### src/rtl/instr_fetch_unit_pkg.sv
// Shared fetch-path definitions: state encoding and default widths used by the
// fetch unit, the IR and the control unit.
package instr_fetch_unit_pkg;

  localparam int unsigned IFU_ADDR_W   = 16;
  localparam int unsigned IFU_DATA_W   = 16;
  localparam logic [15:0] IFU_RESET_PC = 16'h0000;

  typedef enum logic [1:0] {
    IDLE  = 2'd0,
    REQ   = 2'd1,
    LOAD  = 2'd2,
    FAULT = 2'd3
  } fetch_state_t;

endpackage

### src/rtl/instr_fetch_unit_pc_reg.sv
// Program counter: immediate load when idle, deferred load while a fetch is in
// flight, and modular increment when a fetched word retires.
module pc_reg
  import instr_fetch_unit_pkg::*;
#(
  parameter int unsigned        ADDR_W   = IFU_ADDR_W,
  parameter logic [ADDR_W-1:0]  RESET_PC = ADDR_W'(IFU_RESET_PC),
  parameter int unsigned        PC_INC   = 1
) (
  input  logic              clk,
  input  logic              rst,
  input  logic              pc_write,
  input  logic [ADDR_W-1:0] pc_in,
  input  logic              idle,
  input  logic              commit,
  input  logic              advance,
  output logic [ADDR_W-1:0] pc_out
);

  localparam logic [ADDR_W-1:0] INC = ADDR_W'(PC_INC);

  logic [ADDR_W-1:0] pc_q;
  logic [ADDR_W-1:0] pc_next;
  logic [ADDR_W-1:0] pend_q;
  logic              pend_vld;

  // A write arriving in the commit cycle itself is the latest one, so it
  // beats an older pending target and the increment.
  always_comb begin
    pc_next = pc_q;
    if (idle && pc_write) begin
      pc_next = pc_in;
    end else if (commit) begin
      if (pc_write) begin
        pc_next = pc_in;
      end else if (pend_vld) begin
        pc_next = pend_q;
      end else if (advance) begin
        pc_next = pc_q + INC;
      end
    end
  end

  always_ff @(posedge clk) begin
    if (rst) begin
      pc_q     <= RESET_PC;
      pend_q   <= '0;
      pend_vld <= 1'b0;
    end else begin
      pc_q <= pc_next;
      if (commit) begin
        pend_vld <= 1'b0;
      end else if (pc_write && !idle) begin
        pend_q   <= pc_in;
        pend_vld <= 1'b1;
      end
    end
  end

  assign pc_out = pc_q;

endmodule

### src/rtl/instr_fetch_unit.sv
// Instruction fetch unit: reads one word at the PC over a ready handshake,
// strobes it into the IR and advances the PC.
module instr_fetch_unit
  import instr_fetch_unit_pkg::*;
#(
  parameter int unsigned        ADDR_W   = IFU_ADDR_W,
  parameter int unsigned        DATA_W   = IFU_DATA_W,
  parameter logic [ADDR_W-1:0]  RESET_PC = ADDR_W'(IFU_RESET_PC),
  parameter int unsigned        PC_INC   = 1,
  parameter int unsigned        MAX_WAIT = 15
) (
  input  logic              clk,
  input  logic              rst,
  input  logic              start,
  input  logic              pc_write,
  input  logic [ADDR_W-1:0] pc_in,
  output logic              mem_rd,
  output logic [ADDR_W-1:0] mem_addr,
  input  logic              mem_ready,
  input  logic [DATA_W-1:0] mem_data,
  output logic [DATA_W-1:0] ir_data,
  output logic              ir_write,
  output logic [ADDR_W-1:0] pc_out,
  output logic              busy,
  output logic              done,
  output logic              fault
);

  localparam int unsigned WAIT_W = $clog2(MAX_WAIT + 1);
  localparam logic [WAIT_W-1:0] WAIT_LAST = WAIT_W'(MAX_WAIT - 1);

  fetch_state_t      state;
  logic [WAIT_W-1:0] wait_cnt;
  logic [DATA_W-1:0] ir_q;
  logic [ADDR_W-1:0] pc;

  always_ff @(posedge clk) begin
    if (rst) begin
      state    <= IDLE;
      wait_cnt <= '0;
      ir_q     <= '0;
    end else begin
      unique case (state)
        IDLE: begin
          if (start) begin
            state    <= REQ;
            wait_cnt <= '0;
          end
        end
        REQ: begin
          if (mem_ready) begin
            ir_q  <= mem_data;
            state <= LOAD;
          end else begin
            // The MAX_WAIT-th unanswered request cycle is the last one.
            wait_cnt <= wait_cnt + 1'b1;
            if (wait_cnt == WAIT_LAST) begin
              state <= FAULT;
            end
          end
        end
        LOAD:    state <= IDLE;
        FAULT:   state <= IDLE;
        default: state <= IDLE;
      endcase
    end
  end

  pc_reg #(
    .ADDR_W   (ADDR_W),
    .RESET_PC (RESET_PC),
    .PC_INC   (PC_INC)
  ) u_pc_reg (
    .clk      (clk),
    .rst      (rst),
    .pc_write (pc_write),
    .pc_in    (pc_in),
    .idle     (state == IDLE),
    .commit   ((state == LOAD) || (state == FAULT)),
    .advance  (state == LOAD),
    .pc_out   (pc)
  );

  // PC only moves in IDLE or at LOAD/FAULT exit, so it is a stable request address.
  assign mem_rd   = (state == REQ);
  assign mem_addr = pc;
  assign ir_data  = ir_q;
  assign ir_write = (state == LOAD);
  assign done     = (state == LOAD);
  assign fault    = (state == FAULT);
  assign busy     = (state != IDLE);
  assign pc_out   = pc;

endmodule

### config.mk
export PLATFORM = sky130hd
export DESIGN_NAME = instr_fetch_unit
export DESIGN_NICKNAME = d
export VERILOG_FILES = /design/src/rtl/instr_fetch_unit_pkg.sv /design/src/rtl/instr_fetch_unit_pc_reg.sv /design/src/rtl/instr_fetch_unit.sv
export SDC_FILE = /design/constraint.sdc
export NUM_CORES = 1
export LEC_CHECK = 0
export ABC_CLOCK_PERIOD_IN_PS = 3760
export CAP_MARGIN = 10
export CORE_ASPECT_RATIO = 0.7
export CORE_UTILIZATION = 50
export DETAILED_ROUTE_END_ITERATION = 10
export PLACE_DENSITY = 0.85
export SLEW_MARGIN = 20
export SYNTH_ARGS = -nofsm -noshare
export SYNTH_HDL_FRONTEND = slang
export SYNTH_SLANG_ARGS = --single-unit
### constraint.sdc
create_clock -name clk -period 3.76 [get_ports clk]
set_clock_uncertainty 0.15 [all_clocks]
set_input_delay 0.376 -clock clk [delete_from_list [all_inputs] [get_ports clk]]
set_output_delay 0.376 -clock clk [all_outputs]
set_load 0.02 [all_outputs]
==> summary.md, run 1 <==
| Metric | Value |
|---|---|
| Synthesized cell area | `roughly 2900 um^2` |
| Critical R2R Launch | `u_pc_reg.pc_out[2]` |
| Yosys warns | `0` |
| Synth Flop Type | `dfxtp_1` |
| DR vias | `2840` |
| Worst hold slack | `approximately 0.31 ns` |
| Crit Path Max Fanout | `19` |
| Final hold vios | `0` |
| DRT iter0 DRCs | `roughly 140` |
| Hold Path Cell Cnt | `2` |
| CTS max path bufs | `2` |
| XOR/XNOR share of the synthesized area | `around 2.1%` |
| Delay-heaviest family, CP | `compound AO/OA/AOI/OAI gates` |
| Post-route insts no fill | `~500` |
| Max-Cap Viols | `0` |
| Area of the core | `roughly 5400 um^2` |
| Syn_area_per_cell | `7.70 um^2` |
| Syn Inst Count | `between 300 and 400` |
| Buf/Inv on CP | `1` |
| Critical path class | `in2reg` |
| Clk_lat worst skew | `0.31 ns` |
| Final core occ | `between 60 and 70%` |
| Crit path time final | `2.48 ns` |
| Share of cells above drive strength 1 | `approximately 4.9%` |
| Layout area overhead | `30.0%` |
| Yosys top cell area share | `about 38%` |
| Total CTS buffers | `5` |
| Max stage delay on crit path | `roughly 0.85 ns` |
| Placed cells | `approximately 500` |
| R2R setup slack | `between 1.5 and 2 ns` |
| Hold_buf cts | `0` |
| First-pass GRT wire length | `about 12 mm` |
| Die footprint | `roughly 6000 um^2` |
| Die Height | `65.3 um` |
| Std cell rows | `22` |
| Flops & latches, synth | `55` |
| PortBufs | `89` |
| CP Launch Type | `input pin` |
| Reg2reg path depth | `4` |
| Vias/cell | `roughly 5.7` |
| PostCTS Resize Cnt | `0` |
| Vias in the first global route | `2637` |
| Synth Area in Compound Gates | `22.0%` |
| DP HPWL | `a little over 5 mm` |
| Simple-gate share of the synthesized area | `24.9%` |
| GRT Overall Usage | `between 20% and 30%` |
| Peak VDD IR | `0.201 mV` |
| R2R Path End | `u_pc_reg.pc_out[13]` |
| Worst min path class | `reg2reg` |
| PnR worst setup slack | `roughly 1.3 ns` |
| Rel. slew slack | `a little under 30%` |
| Antenna Cells | `0` |
| RePlAce Congestion | `about 0.93` |
| Worst Hold Launch | `u_pc_reg.pend_q[5]` |
| Syn nets | `between 400 and 500` |
| Drt first pass iters | `5` |
| Leak pwr | `approximately 1.2 nW` |
| # nets final | `between 400 and 500` |
| Final WL | `around 7.3 mm` |
| Die Width | `about 92 um` |
| Worst slew pin tran | `1.06 ns` |
| Synth unique cells | `50` |
| Final period util | `between 60% and 70%` |
| Fin. max-slew vios | `0` |
| Count of clock tree sinks | `55` |
| Arr. time, crit path | `around 2.6 ns` |
| Power density cells | `~350 nW/um^2` |
| Largest net degree at the start of global routing | `just under 60` |
| Endpoint, Worst Hold | `u_pc_reg.pend_q[5]` |
| Initial antenna violation count | `0` |
| Slowest cell on crit path | `clkdlybuf4s50_1` |
| Crit path cell chain | `clkdlybuf4s50_1 -> and2b_1 -> a2bb2oi_4 -> o311ai_0 -> a221oi_2` |
| DR WL/cell | `between 10 and 15 um` |
| DRC | `0` |
| Setup TNS | `0 ns` |
| Initial core utilization | `between 50% and 60%` |
| Post-synth EDFFs | `0` |
| Area contributors post-synth | `dfxtp_1, nand2_1, a21oi_1` |
| CTS tree | `done` |
| Clock Tree Root | `clkbuf_8` |
| RSZ-0062 raised after global routing | `false` |
| Ys async rst share | `0%` |
| Status | `finished clean` |
| # Post-CTS Setup Buffers | `0` |
| CP endpoint kind | `flip-flop` |
| Cell taking the most area after synthesis | `dfxtp_1` |
| Total congestion overflow | `0` |
| Seq/Total Area, Yosys | `approximately two fifths` |
| Largest family of logic cells by synthesized area | `simple AND/OR/NAND/NOR gates` |
| Post-synthesis mux area share | `about 2.1%` |
| Clock transition at path regs | `between 0.1 and 0.15 ns` |
| Synth Area in Adders | `approximately 1.3%` |
| H-tree depth | `2` |
| Detail Route Antenna Nets | `0` |
| Setup WS pre-CTS | `between 0.9 and 1 ns` |
| Layout fillers | `approximately 460` |
| IO Pins | `90` |
| Req. time, crit path | `roughly 3.8 ns` |
| Setup violators final | `0` |
| Fmax | `403 MHz` |
[cell usage in the layout, fill, tap and decap left out, drive strengths merged, types with 2 or more instances in the layout]
| master | synthesis | routed |
|---|---|---|
| a2111oi | 2 | 2 |
| a211o | 2 | 2 |
| a211oi | 8 | 8 |
| a21o | 2 | 2 |
| a21oi | 46 | 46 |
| a221oi | 2 | 2 |
| a31oi | 2 | 2 |
| and2 | 2 | 2 |
| buf | 26 | 4 |
| clkbuf | 16 | 5 |
| clkdlybuf4s50 | 0 | 88 |
| dfxtp | 55 | 55 |
| ha | 3 | 3 |
| inv | 8 | 9 |
| mux2i | 6 | 6 |
| nand2 | 88 | 88 |
| nand2b | 7 | 7 |
| nand3 | 8 | 8 |
| nand4 | 3 | 3 |
| nor2 | 21 | 21 |
| nor2b | 3 | 3 |
| nor3 | 7 | 7 |
| nor4 | 6 | 6 |
| o211ai | 2 | 2 |
| o21a | 5 | 5 |
| o21ai | 13 | 13 |
| o311ai | 3 | 3 |
| o32ai | 2 | 2 |
| or2 | 2 | 2 |
| or4 | 2 | 2 |
| xnor2 | 7 | 7 |
[cell type report]
| cell class | instances | area, um^2 | share of cell area [%] |
|---|---|---|---|
| Tap cell | 72 | 90.1 | 2.42 |
| Multi-Input combinational cell | 267 | 1500 | 40.3 |
| Timing Repair Buffer | 92 | 908 | 24.4 |
| Clock inverter | 3 | 23.8 | 0.638 |
| Clock buffer | 5 | 68.8 | 1.85 |
| Sequential cell | 55 | 1100 | 29.6 |
| Inverter | 8 | 30.0 | 0.806 |
[per-stage QoR]
stage | power (W) | area [um^2]
floorplan | 0.000856 | 2870
global placement | 0.000976 | 3630
detailed placement | 0.000985 | 3630
CTS | 0.00132 | 3720
global route | 0.00138 | 3720
finish | 0.00131 | 3720
[worst max path at each step]
stage,endpoint,start,cells after the start
floorplan,u_pc_reg.pc_out[8],u_pc_reg.pc_out[0],5
CTS,u_pc_reg.pc_out[12],pc_write,5
finish,u_pc_reg.pc_out[12],pc_write,5
global placement,u_pc_reg.pc_out[12],pc_write,5
global route,u_pc_reg.pc_out[12],pc_write,5
detailed placement,u_pc_reg.pc_out[12],pc_write,5
[Yosys cell counts, types with 6 or more instances]
cell / n
dfxtp_1: 55
a21oi_1: 46
nor3_1: 7
clkbuf_1: 16
mux2i_1: 6
a211oi_1: 8
xnor2_1: 7
buf_2: 8
nand3_1: 8
nor2_1: 21
o21ai_0: 13
nand2_1: 88
buf_4: 17
inv_1: 8
nand2b_1: 7
[flip-flops by register name, summed over array words and instances (netlist names)]
register and flops:
wait_cnt 4, u_pc_reg.pc_out 16, ir_data 16, state 2, u_pc_reg.pend_q 16, u_pc_reg.pend_vld 1
[power by group]
group	internal [W]	switching, W	leakage, nW
registers	0.000614	0.0000412	0.448
logic	0.000152	0.000166	0.748
clock network	0.000135	0.000203	0.0461
[cell families after synthesis]
kind of cell	after synthesis
AND/OR/NAND/NOR	154
buffers and inverters	50
XOR/XNOR	7
flip-flops	55
multiplexers	6
AO/OA/AOI/OAI	97
adder cells (fa/ha/maj)	3
[metal layers]
layer	up-vias	routed length (um)	share of wire [%]	GRT usage, %
li1	1385	-	-	-
met1	1325	3280	45	33.0
met2	119	3360	46	41.1
met3	11	600	8.2	5.32
met4	0	91	1.2	7.42
met5	-	0	0	0
[worst reg2reg max path, cell delays in order, from the launching register on]
cell     delay [ns]
dfxtp_1        0.46
nand3_1        0.41
or4_1          0.62
a211o_1        0.30
a31oi_1        0.15
(Power assumes the default switching activity.)
==> run 2, diff against run 1 <==
--- a/config.mk
+++ b/config.mk
@@ -5,12 +5,12 @@
 export SDC_FILE = /design/constraint.sdc
 export NUM_CORES = 1
 export LEC_CHECK = 0
-export ABC_CLOCK_PERIOD_IN_PS = 3760
+export ABC_CLOCK_PERIOD_IN_PS = 2200
 export CAP_MARGIN = 10
 export CORE_ASPECT_RATIO = 0.7
-export CORE_UTILIZATION = 50
+export CORE_UTILIZATION = 42
 export DETAILED_ROUTE_END_ITERATION = 10
-export PLACE_DENSITY = 0.85
+export PLACE_DENSITY = 0.76
 export SLEW_MARGIN = 20
 export SYNTH_ARGS = -nofsm -noshare
 export SYNTH_HDL_FRONTEND = slang
==> constraint.sdc (replaced) <==
create_clock -name clk -period 2.2 [get_ports clk]
set_clock_uncertainty 0.15 [all_clocks]
set_input_delay 0.22 -clock clk [delete_from_list [all_inputs] [get_ports clk]]
set_output_delay 0.22 -clock clk [all_outputs]
set_load 0.02 [all_outputs]
==> summary.md, run 2 (synthesis gave the netlist of run 1 again) <==
| Metric | Value |
|---|---|
| Worst slew pin tran | `0.675 ns (was 1.06 ns)` |
| Detail Route Antenna Nets | `0 (unchanged)` |
| Fmax | `477 MHz` |
| Hold_buf cts | `0 (unchanged)` |
| Layout area overhead | `36.6% (was 30.0%)` |
| Setup TNS | `0 ns (unchanged)` |
| Crit Path Max Fanout | `13 (was 19)` |
| H-tree depth | `2 (unchanged)` |
| Final period util | `a little over nine tenths` |
| Worst hold slack | `0.277 ns (was 0.309 ns)` |
| DR WL/cell | `14.8 um (was 14.6 um)` |
| Buf/Inv on CP | `2 (was 1)` |
| Status | `finished clean (unchanged)` |
| Max-Cap Viols | `0 (unchanged)` |
| Die Height | `71.1 um (was 65.3 um)` |
| Delay-heaviest family, CP | `buffers and inverters (was compound AO/OA/AOI/OAI gates)` |
| RSZ-0062 raised after global routing | `false (unchanged)` |
| Fin. max-slew vios | `0 (unchanged)` |
| Slowest cell on crit path | `clkdlybuf4s50_1 (unchanged)` |
| Count of clock tree sinks | `55 (unchanged)` |
| Initial antenna violation count | `0 (unchanged)` |
| CP endpoint kind | `output port (was flip-flop)` |
| CP Launch Type | `flip-flop (was input pin)` |
| Critical path class | `reg2out (was in2reg)` |
| # nets final | `490 (was 469)` |
| GRT Overall Usage | `23.7% (was 25.0%)` |
| Final WL | `8.02 mm (was 7.33 mm)` |
| Final hold vios | `0 (unchanged)` |
| Power density cells | `593 nW/um^2 (was 352 nW/um^2)` |
| PnR worst setup slack | `0.105 ns (was 1.28 ns)` |
| IO Pins | `90 (unchanged)` |
| DRC | `0 (unchanged)` |
| Vias in the first global route | `2668 (was 2637)` |
| Arr. time, crit path | `1.73 ns (was 2.55 ns)` |
| DP HPWL | `5.66 mm (was 5.07 mm)` |
| RePlAce Congestion | `0.914 (was 0.929)` |
| Initial core utilization | `44.8% (was 53.4%)` |
| Max stage delay on crit path | `0.62 ns (was 0.85 ns)` |
| Setup WS pre-CTS | `0.210 ns (was 0.997 ns)` |
| PortBufs | `89 (unchanged)` |
| Clock Tree Root | `clkbuf_8 (unchanged)` |
| Final Power | `0.00232 W (was 0.00131 W)` |
| Total CTS buffers | `5 (unchanged)` |
| Most common cell after layout, fill and taps aside | `clkdlybuf4s50_1` |
| Setup violators final | `0 (unchanged)` |
| Total congestion overflow | `0 (unchanged)` |
| Std cell rows | `24 (was 22)` |
| Share of cells above drive strength 1 | `9.98% (was 4.88%)` |
| CTS max path bufs | `2 (unchanged)` |
| Most frequent cells in the layout | `clkdlybuf4s50_1, nand2_1, dfxtp_1 (was nand2_1, clkdlybuf4s50_1, dfxtp_1)` |
| Rel. slew slack | `55.0% (was 29.2%)` |
| Drt first pass iters | `4 (was 5)` |
| Peak VDD IR | `0.280 mV (was 0.201 mV)` |
| Req. time, crit path | `1.83 ns (was 3.83 ns)` |
| Finished layout cell area | `3920 um^2 (was 3720 um^2)` |
| DR vias | `2922 (was 2840)` |
| # Post-CTS Setup Buffers | `0 (unchanged)` |
| DP Area | `3810 um^2 (was 3630 um^2)` |
| Vias/cell | `5.39 (was 5.66)` |
| Largest net degree at the start of global routing | `37 (was 58)` |
| Area of the core | `6400 um^2 (was 5370 um^2)` |
| Worst min path class | `in2reg (was reg2reg)` |
| Antenna Cells | `0 (unchanged)` |
| Crit path cell chain | `nand2b_1 -> inv_1 -> clkdlybuf4s50_1 (was clkdlybuf4s50_1 -> and2b_1 -> a2bb2oi_4 -> o311ai_0 -> a221oi_2)` |
| Clock transition at path regs | `0.11 ns (about the same)` |
| Die Width | `101 um (was 92.5 um)` |
| Die footprint | `7160 um^2 (was 6040 um^2)` |
| Crit path time final | `around 2.1 ns` |
| DRT iter0 DRCs | `192 (was 141)` |
| CTS tree | `done (unchanged)` |
| First-pass GRT wire length | `13.4 mm (was 12.2 mm)` |
| Leak pwr | `1.35 nW (was 1.24 nW)` |
| Clk_lat worst skew | `0.32 ns (was 0.31 ns)` |
==> run 2: through the flow <==
step / std cells / utilization, %
after floorplan: 372 / -
after global placement: 534 / 59.6
after detailed placement: 534 / 59.6
after CTS: 542 / 61.2
after global routing: 542 / 61.2
final: 542 / 61.2
==> run 2: final cells by class <==
class	count	area, um^2
clock buffers	5	68.8
well taps	91	114
multi-input cells	267	1510
flip-flops and latches	55	1100
repair buffers	113	1070
clock inverters	3	27.5
inverters	8	30.0
fillers	579	2480
==> run 2: worst paths after layout <==
path / cells past startpoint / start / to / slack (ns)
setup / recovery: 3 / state[1] / mem_rd / 0.10
hold / removal: 3 / mem_data[14] / ir_data[14] / 0.28
setup reg to reg: 4 / u_pc_reg.pc_out[2] / u_pc_reg.pc_out[13] / 0.24
hold reg to reg: 2 / u_pc_reg.pend_q[11] / u_pc_reg.pend_q[11] / 0.31
==> run 2: where the power goes <==
| group | internal, W | total [W] | switching (W) |
|---|---|---|---|
| combinational | 0.000292 | 0.000603 | 0.000311 |
| clock | 0.000235 | 0.000610 | 0.000375 |
| sequential | 0.00105 | 0.00111 | 0.0000593 |
| total | 0.00158 | 0.00232 | 0.000746 |
==> run 2: timing repair <==
action	CTS	global route
setup endpoints to repair	2	2
gates cloned	0	0
gates resized for setup	1	2
hold endpoints to repair	0	0
==> run 2: worst register-to-register path, stage by stage, from the launching register on <==
cell and delay (ns):
dfxtp_1 0.49, nand3_1 0.23, or4_1 0.57, a211o_1 0.31, a31oi_1 0.15
==> run 2: metal layers <==
metal | track usage, % | up-vias | share of wire (%)
met1 | 34.4 | 1367 | 49
met3 | 5.43 | 12 | 7.0
met5 | 0 | - | 0
li1 | - | 1428 | -
met2 | 35.4 | 115 | 43
met4 | 5.96 | 0 | 1.2
==> run 3, diff against run 2 <==
--- a/config.mk
+++ b/config.mk
@@ -11,6 +11,7 @@
 export CORE_UTILIZATION = 42
 export DETAILED_ROUTE_END_ITERATION = 10
 export PLACE_DENSITY = 0.76
+export SKIP_LAST_GASP = 1
 export SLEW_MARGIN = 20
 export SYNTH_ARGS = -nofsm -noshare
 export SYNTH_HDL_FRONTEND = slang
==> results of run 3 <==
Same layout as run 2: the final DEF is identical, and so are final timing and power.
